### src/rtl/ex_mem_stage.sv
// Execute stage and EX/MEM register: forwarding, ALU, iterative mul/div with HI/LO.
// Optional: define EX_OVF_SUPPRESS_EN to drop RegWrite on signed add/sub overflow.
module ex_mem_stage #(
    parameter int DATA_W = 32,
    parameter int REG_W  = 5
) (
    input  logic              clk,
    input  logic              reset,
    input  logic [DATA_W-1:0] RegData1In,
    input  logic [DATA_W-1:0] RegData2In,
    input  logic [DATA_W-1:0] ExtendidoIn,
    input  logic [REG_W-1:0]  rtIn,
    input  logic [REG_W-1:0]  rdIn,
    input  logic [5:0]        ALUControlIn,
    input  logic              ALUSrcIn,
    input  logic              RegDstIn,
    input  logic [6:0]        CtrlIn,
    input  logic              HaltIn,
    input  logic [1:0]        ForwardA,
    input  logic [1:0]        ForwardB,
    input  logic [DATA_W-1:0] MemFwdData,
    input  logic [DATA_W-1:0] WbFwdData,
    output logic [DATA_W-1:0] AluResultOut,
    output logic [DATA_W-1:0] WriteDataOut,
    output logic [REG_W-1:0]  WriteRegOut,
    output logic [6:0]        CtrlOut,
    output logic              HaltOut,
    output logic              Stall
);

    typedef enum logic {IDLE, BUSY} state_t;

    state_t             state, stateNext;
    logic [5:0]         cnt;
    logic [32:0]        accHi;
    logic [31:0]        accLo, divisor, dividend;
    logic [31:0]        hiReg, loReg;
    logic               isDiv, negQ, negR, divZero;

    logic [31:0]        opA, fwdB, opB, aluRes;
    logic [4:0]         shamt;
    logic               isMulDiv, sgn, ovf;
    logic [6:0]         ctrlNext;
    logic [31:0]        magA, magB;

    logic [32:0]        mulSum, stepHi, divSh, divHi;
    logic [33:0]        divDiff;
    logic               divOk;
    logic [31:0]        stepLo;
    logic [63:0]        prod, prodFix;
    logic [31:0]        quot, rem, hiNext, loNext;

    always_comb begin
        case (ForwardA)
            2'b01:   opA = WbFwdData;
            2'b10:   opA = MemFwdData;
            default: opA = RegData1In;
        endcase
        case (ForwardB)
            2'b01:   fwdB = WbFwdData;
            2'b10:   fwdB = MemFwdData;
            default: fwdB = RegData2In;
        endcase
        opB = ALUSrcIn ? ExtendidoIn : fwdB;
    end

    assign shamt    = ExtendidoIn[10:6];
    assign isMulDiv = (ALUControlIn[5:2] == 4'b0110);
    assign sgn      = ~ALUControlIn[0];

    always_comb begin
        aluRes = '0;
        case (ALUControlIn)
            6'h20, 6'h21: aluRes = opA + opB;
            6'h22, 6'h23: aluRes = opA - opB;
            6'h24: aluRes = opA & opB;
            6'h25: aluRes = opA | opB;
            6'h26: aluRes = opA ^ opB;
            6'h27: aluRes = ~(opA | opB);
            6'h2A: aluRes = {31'b0, $signed(opA) < $signed(opB)};
            6'h2B: aluRes = {31'b0, opA < opB};
            6'h00: aluRes = opB << shamt;
            6'h02: aluRes = opB >> shamt;
            6'h03: aluRes = $unsigned($signed(opB) >>> shamt);
            6'h04: aluRes = opB << opA[4:0];
            6'h06: aluRes = opB >> opA[4:0];
            6'h07: aluRes = $unsigned($signed(opB) >>> opA[4:0]);
            6'h0F: aluRes = {opB[15:0], 16'b0};
            6'h10: aluRes = hiReg;
            6'h12: aluRes = loReg;
            default: aluRes = '0;
        endcase
    end

`ifdef EX_OVF_SUPPRESS_EN
    logic [31:0] sumW, difW;
    logic        addOvf, subOvf;
    always_comb begin
        sumW   = opA + opB;
        difW   = opA - opB;
        addOvf = (opA[31] == opB[31]) & (sumW[31] != opA[31]);
        subOvf = (opA[31] != opB[31]) & (difW[31] != opA[31]);
        ovf    = ((ALUControlIn == 6'h20) & addOvf)
               | ((ALUControlIn == 6'h22) & subOvf);
    end
`else
    assign ovf = 1'b0;
`endif

    assign ctrlNext = ovf ? {1'b0, CtrlIn[5:0]} : CtrlIn;

    assign magA = (sgn & opA[31]) ? (~opA + 32'd1) : opA;
    assign magB = (sgn & opB[31]) ? (~opB + 32'd1) : opB;

    // One shift-add (mul) or restoring-subtract (div) step on the magnitudes
    always_comb begin
        mulSum  = accLo[0] ? (accHi + {1'b0, divisor}) : accHi;
        divSh   = {accHi[31:0], accLo[31]};
        divDiff = {1'b0, divSh} - {2'b0, divisor};
        divOk   = ~divDiff[33];
        divHi   = divOk ? divDiff[32:0] : divSh;
        if (isDiv) begin
            stepHi = divHi;
            stepLo = {accLo[30:0], divOk};
        end else begin
            stepHi = {1'b0, mulSum[32:1]};
            stepLo = {mulSum[0], accLo[31:1]};
        end
        prod    = {stepHi[31:0], stepLo};
        prodFix = negQ ? (~prod + 64'd1) : prod;
        quot    = negQ ? (~stepLo + 32'd1) : stepLo;
        rem     = negR ? (~stepHi[31:0] + 32'd1) : stepHi[31:0];
        if (!isDiv) begin
            hiNext = prodFix[63:32];
            loNext = prodFix[31:0];
        end else if (divZero) begin
            hiNext = dividend;
            loNext = 32'hFFFF_FFFF;
        end else begin
            hiNext = rem;
            loNext = quot;
        end
    end

    always_comb begin
        stateNext = state;
        Stall     = 1'b0;
        case (state)
            IDLE: begin
                Stall = isMulDiv;
                if (isMulDiv) stateNext = BUSY;
            end
            BUSY: begin
                Stall = 1'b1;
                if (cnt == 6'd1) stateNext = IDLE;
            end
            default: stateNext = IDLE;
        endcase
    end

    always_ff @(posedge clk or negedge reset) begin
        if (!reset) begin
            state    <= IDLE;
            cnt      <= '0;
            accHi    <= '0;
            accLo    <= '0;
            divisor  <= '0;
            dividend <= '0;
            isDiv    <= 1'b0;
            negQ     <= 1'b0;
            negR     <= 1'b0;
            divZero  <= 1'b0;
            hiReg    <= '0;
            loReg    <= '0;
        end else begin
            state <= stateNext;
            if (state == IDLE && isMulDiv) begin
                cnt      <= 6'd32;
                accHi    <= '0;
                accLo    <= magA;
                divisor  <= magB;
                dividend <= opA;
                isDiv    <= ALUControlIn[1];
                negQ     <= sgn & (opA[31] ^ opB[31]);
                negR     <= sgn & opA[31];
                divZero  <= (opB == 32'd0);
            end else if (state == BUSY) begin
                cnt   <= cnt - 6'd1;
                accHi <= stepHi;
                accLo <= stepLo;
                if (cnt == 6'd1) begin
                    hiReg <= hiNext;
                    loReg <= loNext;
                end
            end
        end
    end

    // A stalled cycle loads a bubble into EX/MEM
    always_ff @(posedge clk or negedge reset) begin
        if (!reset) begin
            AluResultOut <= '0;
            WriteDataOut <= '0;
            WriteRegOut  <= '0;
            CtrlOut      <= '0;
            HaltOut      <= 1'b0;
        end else if (Stall) begin
            AluResultOut <= '0;
            WriteDataOut <= '0;
            WriteRegOut  <= '0;
            CtrlOut      <= '0;
            HaltOut      <= 1'b0;
        end else begin
            AluResultOut <= aluRes;
            WriteDataOut <= fwdB;
            WriteRegOut  <= RegDstIn ? rdIn : rtIn;
            CtrlOut      <= ctrlNext;
            HaltOut      <= HaltIn;
        end
    end

endmodule

### config.mk
export PLATFORM = sky130hd
export DESIGN_NAME = ex_mem_stage
export DESIGN_NICKNAME = d
export VERILOG_FILES = /design/src/rtl/ex_mem_stage.sv
export SDC_FILE = /design/constraint.sdc
export NUM_CORES = 2
export LEC_CHECK = 0
export BUFFER_PORTS_ARGS = -buffer_cell sky130_fd_sc_hd__buf_2
export CAP_MARGIN = 15
export CELL_PAD_IN_SITES_DETAIL_PLACEMENT = 1
export CELL_PAD_IN_SITES_GLOBAL_PLACEMENT = 2
export CORE_MARGIN = 2
export CORE_UTILIZATION = 36
export CTS_CLUSTER_SIZE = 10
export DETAILED_ROUTE_END_ITERATION = 10
export GPL_TIMING_DRIVEN = 1
export PLACE_DENSITY = 0.83
export SETUP_SLACK_MARGIN = 0.3
export SYNTH_ARGS = -nofsm -noshare
export SYNTH_HDL_FRONTEND = slang
export SYNTH_SLANG_ARGS = --single-unit
### constraint.sdc
create_clock -name clk -period 6.5 [get_ports clk]
set_input_delay 0.325 -clock clk [delete_from_list [all_inputs] [get_ports clk]]
set_output_delay 0.325 -clock clk [all_outputs]
set_load 0.005 [all_outputs]
==> impl_metrics.csv <==
group,metric,value,unit
status,run_status,"completed",
power,power_leakage,15.8,nW
detailed_routing,antenna_left,0,
timing,rsz0062_at_grt,"false",
global_routing,grt_max_degree,148,
timing,fin_crit_sh,0.901,
clocking,cts_buffer_depth,3,
finish,nNetsFinal,4869,
yosys,synth_seq_area_share,0.220,
worst_setup_path,reg2regPathDepth,18,
worst_setup_path,setup.worst_path.start_class,"flip-flop",
global_routing,overflow,0,
timing,worst_slack,0.646,ns
min_path,whs_endpoint,"WriteDataOut[21]$_DFF_PN0_",
worst_setup_path,critPathMaxFanout,7,
clocking,cts_setup_buffers,0,
floorplanning,fp.coreArea,88100,sq um
finish,final_area,36400,sq um
power,power,18.0,mW
floorplanning,placementRows,109,
yosys,yosys.area.top_type,"dfrtp_1",
finish,most-common-layout-cells,"nand2_1 (537), o21ai_0 (423), nor2_1 (372), a21oi_1 (301), dfrtp_1 (277)",
global_routing,antenna_found_initial,10,
placed_design,gp_congestion,1.08,
power,ir_drop,0.260,mV
worst_setup_path,r2r_end,"hiReg[30]$_DFFE_PN0P_",
floorplanning,pin_count,270,
timing,final-setup-viol-count,0,
placed_design,pre_cts_ws,0.715,ns
detailed_routing,drt_iter0_markers,3578,
yosys,avgSynthCellArea,7.39,sq um
yosys,synthDistinctLibCells,102,
timing,worst_slew_pin_slew,1.21,ns
yosys,postSynthCellCount,4321,
placed_design,io_buffers,269,
yosys,syn_nets,4694,
clocking,h-tree-depth,2,
placed_design,dp_hpwl,136000,microns
yosys,ys_top_cells_by_area,"dfrtp_1 (22%), ha_1 (6.9%), o21ai_0 (6.7%), mux2i_1 (6.6%), nand2_1 (6.3%)",
yosys,syn_area,31900,sq um
floorplanning,die_h,302,microns
worst_setup_path,rr_startpoint,"accHi[29]$_DFFE_PN0P_",
worst_setup_path,critical_path_arrival,6.34,ns
detailed_routing,drc,0,
global_routing,grtUsageTotal,0.371,
yosys,yosys_warnings,0,
detailed_routing,routedWlPerCell,30.4,microns
min_path,hold_path_startpoint,"RegData2In[21]",
detailed_routing,viasPerCell,6.42,
global_routing,grt_first_pass_wirelength,251000,microns
worst_setup_path,reg2reg_slack,0.65,ns
global_routing,grt_pass1_vias,36800,
clocking,clock_latency,0.61,ns
timing,fin_tns_setup,0,ns
clocking,cts_tree,"yes",
timing,max_freq,171,MHz
yosys,ys_async_sr_fraction,1.00,
clocking,clockRootBuffer,"clkbuf_16",
run,drv_cap,0,
placed_design,post_dp_cell_area,35000,sq um
detailed_routing,vias,36500,
timing,relSlewSlack,0.192,
finish,final_common_cell,"nand2_1",
floorplanning,fp.dieW,302,microns
timing,skew,0.0485,ns
finish,final_layout_size_suffix_gt1_frac,0.140,
power,powerDensity,495,nW/um^2
detailed_routing,wl,173000,microns
timing,drv_slew,0,
clocking,cts_buffers,38,
min_path,worstHoldPathCells,3,
yosys,postSynth.topFlopCell,"dfrtp_1",
worst_setup_path,worstPathRequired,6.99,ns
placed_design,placedCellCount,5603,
min_path,worst_hold_path_type,"primary input to flip-flop",
yosys,ys_ff_latch,281,
yosys,synth.top_cell.area_share,0.220,
finish,final_cells,5690,
yosys,synth_edf_count,0,
worst_setup_path,path_class,"flip-flop to flip-flop",
detailed_routing,dr.pass1.iters,9,
clocking,cts_sinks,281,
worst_setup_path,endpoint_kind,"flip-flop",
timing,min_period,5.85,ns
finish,area_delta_synth_final,13.9,%
floorplanning,initial_utilization,0.362,
timing,hold_violations,0,
clocking,clk_pin_slew,0.06,ns
floorplanning,die_area,91100,sq um
-- cell usage after synthesis, drive strengths merged (41+ instances only) --
library cell	number
o21a	41
nand3	71
a21o	45
dfrtp	281
a21oi	304
nor3	94
inv	168
clkbuf	264
o211ai	68
ha	177
o31ai	54
a31oi	72
nand2	538
mux2i	210
xor2	54
buf	56
a22oi	63
o21ai	468
nor2	376
xnor2	155
a211oi	46
-- logic make-up after synthesis --
family                   count (synthesis)  synth area share
AO/OA/AOI/OAI                         1519             0.312
XOR/XNOR                               209            0.0573
adder cells (fa/ha/maj)                181            0.0719
buffers and inverters                  490            0.0589
flip-flops                             281             0.220
multiplexers                           251            0.0810
AND/OR/NAND/NOR                       1390             0.199
-- what timing repair did --
item | in CTS | in global routing
setup endpoints to repair | 0 | 1
resized for setup | 0 | 2
endpoints found under the hold margin | 95 | 0
hold buffers | 17 | 0
-- per-layer routing --
layer  track usage  part of all wire
met1         0.462              0.40
met5             0           0.00035
met3        0.0692             0.079
met2         0.580              0.44
met4         0.256             0.080
-- layout make-up --
class                      count  area, sq um
fill                       11100        51700
clock buffer                  58         1120
inverter                     170          638
antenna                        4         10.0
multi-input combinational   3550        23200
clock inverter                 7         86.3
tap                         1165         1460
timing repair buffer         455         2820
sequential                   281         7040
-- worst max path at each step --
stage / from / to / slack, ns / cells after the start
6_report: accHi[29]$_DFFE_PN0P_ / hiReg[30]$_DFFE_PN0P_ / 0.65 / 18
5_1_grt: accHi[29]$_DFFE_PN0P_ / hiReg[30]$_DFFE_PN0P_ / 0.36 / 18
4_1_cts: accHi[29]$_DFFE_PN0P_ / hiReg[30]$_DFFE_PN0P_ / 0.67 / 18
3_5_place_dp: accHi[29]$_DFFE_PN0P_ / hiReg[30]$_DFFE_PN0P_ / 0.71 / 18
3_3_place_gp: accHi[29]$_DFFE_PN0P_ / hiReg[30]$_DFFE_PN0P_ / 0.83 / 18
2_1_floorplan: accHi[3]$_DFFE_PN0P_ / hiReg[30]$_DFFE_PN0P_ / 0.90 / 22
-- report_power, final --
| group | switching, mW | internal, mW |
|---|---|---|
| sequential | 0.827 | 2.45 |
| combinational | 8.18 | 4.43 |
| clock | 0.900 | 1.22 |
| total | 9.91 | 8.10 |
-- metrics by stage --
step	util	hold WS (ns)
final	0.413	0.0219
after global routing	0.413	0.0599
after CTS	0.412	0.00167
after detailed placement	0.397	0.407
after global placement	0.397	0.409
after floorplan	-	0.0294
-- sequential cells by signal, summed over array words and instances, names as in the netlist, 6 cells and up --
name and count:
accHi 33, loReg 32, WriteDataOut 32, dividend 32
divisor 32, AluResultOut 32, accLo 32, cnt 6
hiReg 32, CtrlOut 7
-- critical path: stages, from the launching register on --
cell	delay, ns
dfrtp_1	0.43
ha_1	0.42
a21o_1	0.22
a211oi_2	0.24
o21a_1	0.23
and3_1	0.31
a31oi_1	0.27
inv_1	0.17
ha_1	0.21
o2111ai_1	0.18
or4b_1	0.65
or2_2	0.38
nand2b_1	0.21
or3_1	0.39
nor4_1	0.26
nand2b_1	0.25
o41ai_2	0.40
mux2_2	0.37
a31oi_1	0.16
Power figures use the tool's default switching activity.
